**src/rtl/line_buf_sequencer_if.sv**
```systemverilog
`default_nettype none
// ============================================================================
// Module      : line_buf_sequencer_if
// Description : Write-strobe, readout and status bundle of the line buffer sequencer.
//               The _i/_o suffixes are named from the sequencer's side.
// Revision    : 1.0 - initial release
// ============================================================================
interface line_buf_sequencer_if #(
  parameter int PIX_W = 10
);
  logic             line_start_i;
  logic             pix_strobe_i;
  logic             bufer_in_en_o;
  logic             start_write_o;
  logic             bufer_change_o;
  logic [PIX_W-1:0] pix_out_o;
  logic             rd_valid_o;
  logic             rd_ready_i;
  logic             line_busy_o;
  logic [7:0]       row_cnt_o;
  logic             frame_end_o;
  logic [1:0]       err_o;
  logic             clr_err_i;

  modport master (
    output line_start_i, pix_strobe_i, rd_ready_i, clr_err_i,
    input  bufer_in_en_o, start_write_o, bufer_change_o, pix_out_o, rd_valid_o,
           line_busy_o, row_cnt_o, frame_end_o, err_o
  );

  modport slave (
    input  line_start_i, pix_strobe_i, rd_ready_i, clr_err_i,
    output bufer_in_en_o, start_write_o, bufer_change_o, pix_out_o, rd_valid_o,
           line_busy_o, row_cnt_o, frame_end_o, err_o
  );
endinterface
`default_nettype wire

```
**src/rtl/line_buf_sequencer.sv**
```systemverilog
`default_nettype none
// ============================================================================
// Module      : line_buf_sequencer
// Description : Ping-pong line buffer sequencer; fills one bank from the ADC while
//               the other bank's finished line is walked out to pixel readout.
// Revision    : 1.0 - initial release
// ============================================================================
module line_buf_sequencer #(
  parameter int PIX_IN_ROW = 320,
  parameter int CHANNELS   = 2,
  parameter int ROWS       = 240,
  parameter int PIX_W      = 10,
  parameter int RD_LAT     = 2
) (
  input  wire logic           clk_i,
  input  wire logic           reset_n_i,
  line_buf_sequencer_if.slave bus
);

  typedef enum logic [1:0] {
    W_IDLE = 2'd0,
    W_ARM  = 2'd1,
    W_FILL = 2'd2,
    W_DONE = 2'd3
  } wr_state_e;

  typedef enum logic [1:0] {
    R_IDLE  = 2'd0,
    R_RUN   = 2'd1,
    R_DRAIN = 2'd2
  } rd_state_e;

  localparam int               c_half       = PIX_IN_ROW / CHANNELS;
  localparam int               c_dw         = (RD_LAT > 1) ? $clog2(RD_LAT) : 1;
  localparam logic [PIX_W-1:0] c_wcnt_last  = PIX_W'(c_half - 1);
  localparam logic [PIX_W-1:0] c_pix_last   = PIX_W'(PIX_IN_ROW - 1);
  localparam logic [c_dw-1:0]  c_drain_last = c_dw'(RD_LAT - 1);
  localparam logic [7:0]       c_row_last   = 8'(ROWS - 1);

  wr_state_e         wr_q, wr_d;
  rd_state_e         rd_q, rd_d;
  logic [PIX_W-1:0]  wcnt_q, wcnt_d;
  logic              pend_q, pend_d;
  logic              bank_q, bank_d;
  logic [PIX_W-1:0]  pix_q, pix_d;
  logic [c_dw-1:0]   drain_q, drain_d;
  logic [7:0]        row_q, row_d;
  logic              frame_q, frame_d;
  logic [1:0]        err_q, err_d;
  logic [RD_LAT-1:0] vld_q, vld_d;
  logic              w_issue;
  logic              w_swap;
  logic              w_rd_free;

  always_ff @(posedge clk_i) begin
    if (!reset_n_i) begin
      wr_q    <= W_IDLE;
      rd_q    <= R_IDLE;
      wcnt_q  <= '0;
      pend_q  <= 1'b0;
      bank_q  <= 1'b0;
      pix_q   <= '0;
      drain_q <= '0;
      row_q   <= '0;
      frame_q <= 1'b0;
      err_q   <= '0;
      vld_q   <= '0;
    end else begin
      wr_q    <= wr_d;
      rd_q    <= rd_d;
      wcnt_q  <= wcnt_d;
      pend_q  <= pend_d;
      bank_q  <= bank_d;
      pix_q   <= pix_d;
      drain_q <= drain_d;
      row_q   <= row_d;
      frame_q <= frame_d;
      err_q   <= err_d;
      vld_q   <= vld_d;
    end
  end

  always_comb begin
    wr_d      = wr_q;
    rd_d      = rd_q;
    wcnt_d    = wcnt_q;
    pend_d    = pend_q;
    bank_d    = bank_q;
    pix_d     = pix_q;
    drain_d   = drain_q;
    row_d     = row_q;
    frame_d   = 1'b0;
    err_d     = bus.clr_err_i ? 2'b00 : err_q;
    w_issue   = 1'b0;
    w_swap    = 1'b0;
    // The read side can take a new line while idle or in its very last drain clock.
    w_rd_free = (rd_q == R_IDLE) || ((rd_q == R_DRAIN) && (drain_q == c_drain_last));

    case (wr_q)
      W_IDLE: begin
        if (bus.line_start_i || pend_q) begin
          wr_d   = W_ARM;
          pend_d = 1'b0;
        end
      end
      W_ARM: begin
        wcnt_d = '0;
        wr_d   = W_FILL;
      end
      W_FILL: begin
        if (bus.line_start_i) begin
          err_d[1] = 1'b1;
          wr_d     = W_ARM;
        end else if (bus.pix_strobe_i) begin
          wcnt_d = wcnt_q + PIX_W'(1);
          if (wcnt_q == c_wcnt_last) wr_d = W_DONE;
        end
      end
      W_DONE: begin
        if (bus.line_start_i) pend_d = 1'b1;
        if (w_rd_free) begin
          bank_d = ~bank_q;
          w_swap = 1'b1;
        end else begin
          err_d[0] = 1'b1;
        end
        wr_d = W_IDLE;
      end
      default: wr_d = W_IDLE;
    endcase

    case (rd_q)
      R_IDLE: begin
        pix_d = '0;
        if (w_swap) rd_d = R_RUN;
      end
      R_RUN: begin
        if (bus.rd_ready_i) begin
          w_issue = 1'b1;
          if (pix_q == c_pix_last) begin
            pix_d   = '0;
            drain_d = '0;
            rd_d    = R_DRAIN;
          end else begin
            pix_d = pix_q + PIX_W'(1);
          end
        end
      end
      R_DRAIN: begin
        if (drain_q == c_drain_last) begin
          rd_d    = w_swap ? R_RUN : R_IDLE;
          row_d   = (row_q == c_row_last) ? 8'd0 : row_q + 8'd1;
          frame_d = (row_q == c_row_last);
        end else begin
          drain_d = drain_q + c_dw'(1);
        end
      end
      default: rd_d = R_IDLE;
    endcase
  end

  generate
    if (RD_LAT == 1) begin : g_lat1
      always_comb vld_d = w_issue;
    end else begin : g_latn
      always_comb vld_d = {vld_q[RD_LAT-2:0], w_issue};
    end
  endgenerate

  assign bus.bufer_in_en_o  = (wr_q == W_FILL);
  assign bus.start_write_o  = (wr_q == W_ARM);
  assign bus.bufer_change_o = bank_q;
  assign bus.pix_out_o      = pix_q;
  assign bus.rd_valid_o     = vld_q[RD_LAT-1];
  assign bus.line_busy_o    = (rd_q != R_IDLE);
  assign bus.row_cnt_o      = row_q;
  assign bus.frame_end_o    = frame_q;
  assign bus.err_o          = err_q;

endmodule
`default_nettype wire

```
**src/flat_wrapper.sv**
```systemverilog
// flat-port wrapper written by rule: the top's interface ports become plain ports
module line_buf_sequencer_flat 
#(
  parameter int PIX_IN_ROW = 320,
  parameter int CHANNELS   = 2,
  parameter int ROWS       = 240,
  parameter int PIX_W      = 10,
  parameter int RD_LAT     = 2
)
  (clk_i, reset_n_i, bus_line_start_i, bus_pix_strobe_i, bus_rd_ready_i, bus_clr_err_i, bus_bufer_in_en_o, bus_start_write_o, bus_bufer_change_o, bus_pix_out_o, bus_rd_valid_o, bus_line_busy_o, bus_row_cnt_o, bus_frame_end_o, bus_err_o);
  line_buf_sequencer_if #(.PIX_W(PIX_W)) bus_i ();
  input  wire logic clk_i;
  input  wire logic reset_n_i;
  input wire logic [$bits(bus_i.line_start_i)-1:0] bus_line_start_i;
  input wire logic [$bits(bus_i.pix_strobe_i)-1:0] bus_pix_strobe_i;
  input wire logic [$bits(bus_i.rd_ready_i)-1:0] bus_rd_ready_i;
  input wire logic [$bits(bus_i.clr_err_i)-1:0] bus_clr_err_i;
  output wire logic [$bits(bus_i.bufer_in_en_o)-1:0] bus_bufer_in_en_o;
  output wire logic [$bits(bus_i.start_write_o)-1:0] bus_start_write_o;
  output wire logic [$bits(bus_i.bufer_change_o)-1:0] bus_bufer_change_o;
  output wire logic [$bits(bus_i.pix_out_o)-1:0] bus_pix_out_o;
  output wire logic [$bits(bus_i.rd_valid_o)-1:0] bus_rd_valid_o;
  output wire logic [$bits(bus_i.line_busy_o)-1:0] bus_line_busy_o;
  output wire logic [$bits(bus_i.row_cnt_o)-1:0] bus_row_cnt_o;
  output wire logic [$bits(bus_i.frame_end_o)-1:0] bus_frame_end_o;
  output wire logic [$bits(bus_i.err_o)-1:0] bus_err_o;
  assign bus_i.line_start_i = bus_line_start_i;
  assign bus_i.pix_strobe_i = bus_pix_strobe_i;
  assign bus_i.rd_ready_i = bus_rd_ready_i;
  assign bus_i.clr_err_i = bus_clr_err_i;
  assign bus_bufer_in_en_o = bus_i.bufer_in_en_o;
  assign bus_start_write_o = bus_i.start_write_o;
  assign bus_bufer_change_o = bus_i.bufer_change_o;
  assign bus_pix_out_o = bus_i.pix_out_o;
  assign bus_rd_valid_o = bus_i.rd_valid_o;
  assign bus_line_busy_o = bus_i.line_busy_o;
  assign bus_row_cnt_o = bus_i.row_cnt_o;
  assign bus_frame_end_o = bus_i.frame_end_o;
  assign bus_err_o = bus_i.err_o;
  line_buf_sequencer #(.PIX_IN_ROW(PIX_IN_ROW), .CHANNELS(CHANNELS), .ROWS(ROWS), .PIX_W(PIX_W), .RD_LAT(RD_LAT)) u_core (.clk_i(clk_i), .reset_n_i(reset_n_i), .bus(bus_i));
endmodule
```
**config.mk**
```make
export PLATFORM = sky130hd
export DESIGN_NAME = line_buf_sequencer_flat
export DESIGN_NICKNAME = d
export VERILOG_FILES = /design/src/rtl/line_buf_sequencer_if.sv /design/src/rtl/line_buf_sequencer.sv /design/src/flat_wrapper.sv
export SDC_FILE = /design/constraint.sdc
export NUM_CORES = 1
export LEC_CHECK = 0
export ABC_AREA = 0
export CAP_MARGIN = 20
export CORE_MARGIN = 8
export CORE_UTILIZATION = 47
export CTS_CLUSTER_SIZE = 10
export DETAILED_ROUTE_END_ITERATION = 7
export GPL_TIMING_DRIVEN = 0
export PLACE_DENSITY = 0.76
export SETUP_SLACK_MARGIN = 0.3
export SLEW_MARGIN = 20
export SYNTH_ARGS = -nofsm -noshare
export SYNTH_HDL_FRONTEND = slang
export SYNTH_SLANG_ARGS = --single-unit
```
**constraint.sdc**
```tcl
create_clock -name clk_i -period 1.6 [get_ports clk_i]
set_clock_uncertainty 0.15 [all_clocks]
set_input_delay 0.16 -clock clk_i [delete_from_list [all_inputs] [get_ports clk_i]]
set_output_delay 0.16 -clock clk_i [all_outputs]
set_load 0.05 [all_outputs]
```
==> results of run 1 <==
-- cells in the mapped netlist, types with 3 or more instances --
library cell   n  area share [%]
dfxtp_1       40              42
nor2_1        33             6.6
nand2_1       14             2.8
xnor2_1       13             6.0
a21oi_1       11             2.9
nand3_1        9             2.4
nand4_1        9             3.0
xor2_1         9             4.2
nor3_1         8             2.1
nor2b_1        5             1.7
o21ai_0        5             1.3
a211oi_1       4             1.6
buf_2          4             1.1
ha_1           3             2.0
inv_1          3            0.60
nand2b_1       3             1.0
-- kinds of logic (layout without fill, tap and decap cells) --
| logic type | after synthesis | after routing | synth area share (%) |
|---|---|---|---|
| fa+ha+maj | 3 | 3 | 1.99 |
| compound gates | 30 | 30 | 9.89 |
| buf+inv | 12 | 97 | 3.32 |
| flops | 40 | 40 | 42.5 |
| simple gates | 106 | 106 | 32.1 |
| xor+xnor | 22 | 22 | 10.2 |
-- final cells by class --
cell class                      count  area, µm²  share of cell area, %
Timing Repair Buffer               77        652                   21.3
Tap cell                           50       62.6                   2.04
Sequential cell                    40        860                   28.0
Multi-Input combinational cell    161       1310                   42.6
Clock buffer                        6       82.6                   2.69
Inverter                            3       15.0                  0.490
Buffer                              9       78.8                   2.57
Clock inverter                      2       10.0                  0.327
-- through the flow --
stage | setup WS, ps | hold WS, ps
6_report | -22.1 | 146
2_1_floorplan | -124 | 128
4_1_cts | -22.7 | 252
5_1_grt | -60.9 | 158
3_5_place_dp | -273 | 271
3_3_place_gp | -269 | 266
-- worst min-delay path: cells and delay by family --
kind,cells,cell delay (ps)
buffers and inverters,1,210
AOI/OAI and AO/OA,1,60
and+or+nand+nor,1,130
-- layout by cell type, fill, tap and decap left out, drive strengths merged, types with 2 or more instances in the layout --
cell type,count
a211oi,4
a21oi,11
and2,3
and3,2
and4,3
and4bb,2
buf,77
clkbuf,10
clkdlybuf4s50,3
clkinv,2
dfxtp,40
ha,3
inv,2
nand2,14
nand2b,4
nand3,9
nand4,9
nor2,33
nor2b,5
nor3,8
nor3b,2
nor4,3
o211ai,2
o21ai,7
xnor2,13
xor2,9
-- registers in the layout, summed over array words and instances, names as in the netlist --
register / count
u_core.pend_q: 1
u_core.wr_q: 2
u_core.bus.row_cnt_o: 8
u_core.vld_q: 2
u_core.bus.err_o: 2
u_core.bus.pix_out_o: 10
u_core.bus.bufer_change_o: 1
u_core.rd_q: 2
u_core.wcnt_q: 10
u_core.bus.frame_end_o: 1
u_core.drain_q: 1
-- worst max path at each step --
stage                     slack (ps)                 endpoint  depth (start not counted)
after floorplan                 -120  u_core.bus.pix_out_o[8]                          5
after CTS                        -20  u_core.bus.pix_out_o[8]                          5
after detailed placement        -270  u_core.bus.pix_out_o[1]                          4
after global routing             -60  u_core.bus.pix_out_o[7]                          7
final                            -20  u_core.bus.pix_out_o[8]                          5
after global placement          -270        bus_start_write_o                          4
-- power by group --
part / internal [mW] / switching (mW) / leakage, nW
Sequential: 0.982 / 0.00369 / 0.338
Clock: 0.344 / 0.358 / 0.0510
Combinational: 0.0971 / 0.101 / 0.828
Total: 1.42 / 0.463 / 1.22
-- per-layer routing --
| metal | wire length (µm) | global-route usage, % | vias to the layer above |
|---|---|---|---|
| met5 | 0 | 0 | - |
| met4 | 121 | 5.74 | 0 |
| met3 | 197 | 4.85 | 13 |
| met2 | 2960 | 28.9 | 42 |
| met1 | 2640 | 20.5 | 951 |
| li1 | - | - | 920 |
-- what timing repair did --
item / in CTS / in global routing
cloned: 1 / 0
setup endpoints to repair: 63 / 46
hold buffers: 0 / 0
buffers inserted: 33 / 12
pin swaps: 31 / 32
hold endpoints to repair: 0 / 0
resized for setup: 184 / 43
==> flow_summary.json, run 1 <==
{
  "maxSlewHeadroom_pct": 74.6,
  "setup_ws_ps": -22.1,
  "crit_buf_inv": 0,
  "wire_per_inst_um": 17.0,
  "cp.required_ps": 1670,
  "fin_tns_setup_ps": -39.4,
  "io_pins": 32,
  "syn_inst": 213,
  "r2r-end": "u_core.bus.pix_out_o[8]",
  "grt_setup_unrepaired": "true",
  "cts.root.buffer_cell": "clkbuf_8",
  "reg2reg_from": "u_core.bus.pix_out_o[0]",
  "critPathLaunch": "u_core.bus.pix_out_o[0]",
  "grtUsageTotal_pct": 17.2,
  "die_w_um": 79.3,
  "path_class": "reg2reg",
  "ys_warn_count": 0,
  "fin_crit_ps": 1620,
  "leakage_nw": 1.22,
  "diodes": 0,
  "synthFlopType": "dfxtp_1",
  "crit_chain": "ha_4 > and4_4 > nand4_1 > or4_1 > a31oi_1",
  "fin_cells": 348,
  "syn2layout_area_growth_pct": 62.6,
  "yosysSeqAreaShare_pct": 42.5,
  "cts_buffer_depth": 2,
  "fill_cells": 242,
  "dieHeight_um": 79.3,
  "cp_slowest_stage_delay_ps": 420,
  "ant_nets": 0,
  "grt_max_degree": 13,
  "drt-total-wl_um": 5920,
  "final_area_um2": 3070,
  "hpwl_um": 2990,
  "htree_levels": 2,
  "avgSynthCellArea_um2": 8.85,
  "failed_checks": "negative setup slack",
  "drtIter0Drc": 99,
  "hold_path_class": "in2reg",
  "rows": 23,
  "hold_path_depth": 3,
  "antenna_found_initial": 0,
  "slew_violations": 0,
  "cts_tree": "yes",
  "rrSetupSlack_ps": -20,
  "initial_core_util_pct": 47.8,
  "hold_path.startpoint": "bus_line_start_i",
  "end_kind": "flip-flop",
  "timing.critical_path.fanout_max": 3,
  "num-nets-final": 306,
  "cpMaxStageDelayCell": "or4_1",
  "vias": 1926,
  "drive_gt1_share_pct": 54.7,
  "drv_cap": 0,
  "synth_seq_cells": 40,
  "hold_viol_final": 0,
  "synthDistinctLibCells": 48,
  "cts.clk_slew.worst_paths_ps": 90,
  "dp_cells": 294,
  "clock.fmax_mhz": 616,
  "holdPathEnd": "u_core.pend_q",
  "firstDrtPassIters": 4,
  "fin_util_pct": 77.8,
  "io_buffers": 31,
  "fp.dieArea_um2": 6290,
  "timing.final.crit_share_pct": 101,
  "outcome": "finished with violations",
  "power_density_nw_per_um2": 616,
  "cts_made_buffers": 5,
  "ir_drop_mv": 0.389,
  "first_global_vias": 1858,
  "drc": 0,
  "async_reset_ff_share_pct": 0,
  "grt_overflow_total": 0,
  "grt_pass1_wl_um": 8800,
  "setup_viol": 6,
  "clock_latency_ps": 300,
  "place_area_um2": 2410,
  "cpLargestDelayFamily": "simple AND/OR/NAND/NOR gates",
  "core_um2": 3940,
  "via_per_inst": 5.53,
  "tightest_slew_ps": 381,
  "worstPathArrival_ps": 1690,
  "cp-start-kind": "flip-flop",
  "syn_area_um2": 1890,
  "place_congestion": 0.787,
  "total_power_mw": 1.89,
  "reg2regPathDepth": 5,
  "synth_edf_count": 0,
  "clock-sinks": 40,
  "syn_nets": 222
}
No activity file was read; power rests on OpenSTA's default activity.
==> run 2: changes to the inputs <==
--- a/config.mk
+++ b/config.mk
@@ -13,6 +13,7 @@
 export DETAILED_ROUTE_END_ITERATION = 7
 export GPL_TIMING_DRIVEN = 0
 export PLACE_DENSITY = 0.76
+export REMOVE_ABC_BUFFERS = 1
 export SETUP_SLACK_MARGIN = 0.3
 export SLEW_MARGIN = 20
 export SYNTH_ARGS = -nofsm -noshare
==> flow_summary.json, run 2 (synthesis gave the netlist of run 1 again) <==
{
  "outcome": "completed",
  "hold_buffers": 0,
  "grtUsageTotal_pct": 17.9,
  "first_global_vias": 1879,
  "firstDrtPassIters": 5,
  "htree_levels": 2,
  "path_class": "reg2reg",
  "timing.final.crit_share_pct": 99.5,
  "leakage_nw": 1.09,
  "core_um2": 3940,
  "rrSetupSlack_ps": 9,
  "io_pins": 32,
  "cp-start-kind": "flip-flop",
  "cts.clk_slew.worst_paths_ps": 80,
  "cpMaxStageDelayCell": "or4_1",
  "crit_chain": "ha_4 > and4_4 > nand4_1 > or4_1 > a31oi_1",
  "syn2layout_area_growth_pct": 56.9,
  "hold_ws_ps": 242,
  "timing.critical_path.fanout_max": 2,
  "grt_max_degree": 13,
  "r2r-end": "u_core.bus.pix_out_o[8]",
  "reg2regPathDepth": 5,
  "wire_per_inst_um": 17.7,
  "cp_slowest_stage_delay_ps": 410,
  "drt-total-wl_um": 5860,
  "clock_latency_ps": 300,
  "maxSlewHeadroom_pct": 70.1,
  "total_power_mw": 2.07,
  "setup_ws_ps": 8.51,
  "fin_tns_setup_ps": 0,
  "cts.root.buffer_cell": "clkbuf_8",
  "vias": 1832,
  "place_congestion": 0.775,
  "hold_path.startpoint": "bus_line_start_i",
  "cts_buffer_depth": 2,
  "via_per_inst": 5.52,
  "initial_core_util_pct": 47.8,
  "cp.required_ps": 1680,
  "slew_violations": 0,
  "hold_path_depth": 3,
  "num-nets-final": 290,
  "ant_nets": 0,
  "grt_overflow_total": 0,
  "dieHeight_um": 79.3,
  "reg2reg_from": "u_core.bus.pix_out_o[0]",
  "io_buffers": 31,
  "cts_tree": "yes",
  "cts_made_buffers": 5,
  "power_density_nw_per_um2": 699,
  "grt_setup_unrepaired": "true",
  "diodes": 0,
  "drv_cap": 0,
  "drive_gt1_share_pct": 49.3,
  "antenna_found_initial": 0,
  "hold_viol_final": 0,
  "hold_path_class": "in2reg",
  "holdPathEnd": "u_core.pend_q",
  "end_kind": "flip-flop",
  "grt_pass1_wl_um": 8950,
  "drc": 0,
  "rows": 23,
  "drtIter0Drc": 73,
  "layout_common_cells": "nor2_1, buf_4, buf_6, dfxtp_1, xnor2_1",
  "setup_viol": 0,
  "ir_drop_mv": 0.624,
  "clock-sinks": 40,
  "hpwl_um": 2890,
  "clock.fmax_mhz": 628,
  "fin_util_pct": 75.0,
  "worstPathArrival_ps": 1670,
  "fp.dieArea_um2": 6290,
  "fin_crit_ps": 1590,
  "layout_commonest_cell": "nor2_1",
  "place_ws_ps": -405,
  "tightest_slew_ps": 448,
  "die_w_um": 79.3
}
-- run 2: cell types whose count changed in the layout (fill, tap and decap cells not counted), sizes merged --
cell	delta
dlymetal6s2s	-1
clkbuf	-1
clkinv	-2
buf	-14
bufinv	+1
dlygate4sd2	+1
-- run 2: cell type report --
type | count | area [µm²]
repair buffers | 70 | 627
fillers | 245 | 985
multi-input cells | 161 | 1270
well taps | 50 | 62.6
clock inverters | 1 | 30.0
clock buffers | 7 | 96.3
inverters | 3 | 20.0
flip-flops and latches | 40 | 848
-- run 2: what timing repair did --
| action | in CTS | in global routing |
|---|---|---|
| gates cloned | 0 | 0 |
| resized for setup | 223 | 45 |
| setup buffers | 31 | 8 |
| pin swaps | 36 | 27 |
| setup endpoints to repair | 62 | 50 |
-- run 2: layer usage --
metal,vias to the layer above,track usage (%),part of all wire (%)
met5,-,0,0
met4,0,9.44,2.3
met3,12,4.18,3.4
met2,34,31.6,53
met1,899,19.4,41
li1,887,-,-
-- run 2: worst max path at each step --
| stage | cells after the start | end | start |
|---|---|---|---|
| 3_3_place_gp | 2 | bus_line_busy_o | u_core.rd_q[1] |
| 2_1_floorplan | 5 | u_core.bus.pix_out_o[8] | u_core.bus.pix_out_o[0] |
| 4_1_cts | 7 | u_core.bus.pix_out_o[6] | u_core.bus.pix_out_o[0] |
| 3_5_place_dp | 2 | bus_line_busy_o | u_core.rd_q[1] |
| 6_report | 5 | u_core.bus.pix_out_o[8] | u_core.bus.pix_out_o[0] |
| 5_1_grt | 5 | u_core.bus.pix_out_o[8] | u_core.bus.pix_out_o[0] |
-- run 2: metrics by stage --
step,cell area [µm²],cells
after floorplan,1830,204
after global placement,2210,285
after detailed placement,2210,285
after CTS,2760,324
after global routing,2960,332
final,2960,332
-- run 2: critical path: cells and delay by family (launching register included) --
kind            cells  cell delay [ps]
simple gates        3              750
compound gates      1              130
flops               1              370
fa+ha+maj           1              130
-- run 2: power breakdown --
part / switching [mW] / internal [mW] / total [mW] / leakage, nW
sequential: 0.0108 / 0.988 / 0.999 / 0.335
combinational: 0.0831 / 0.0707 / 0.154 / 0.690
clock: 0.364 / 0.550 / 0.914 / 0.0645
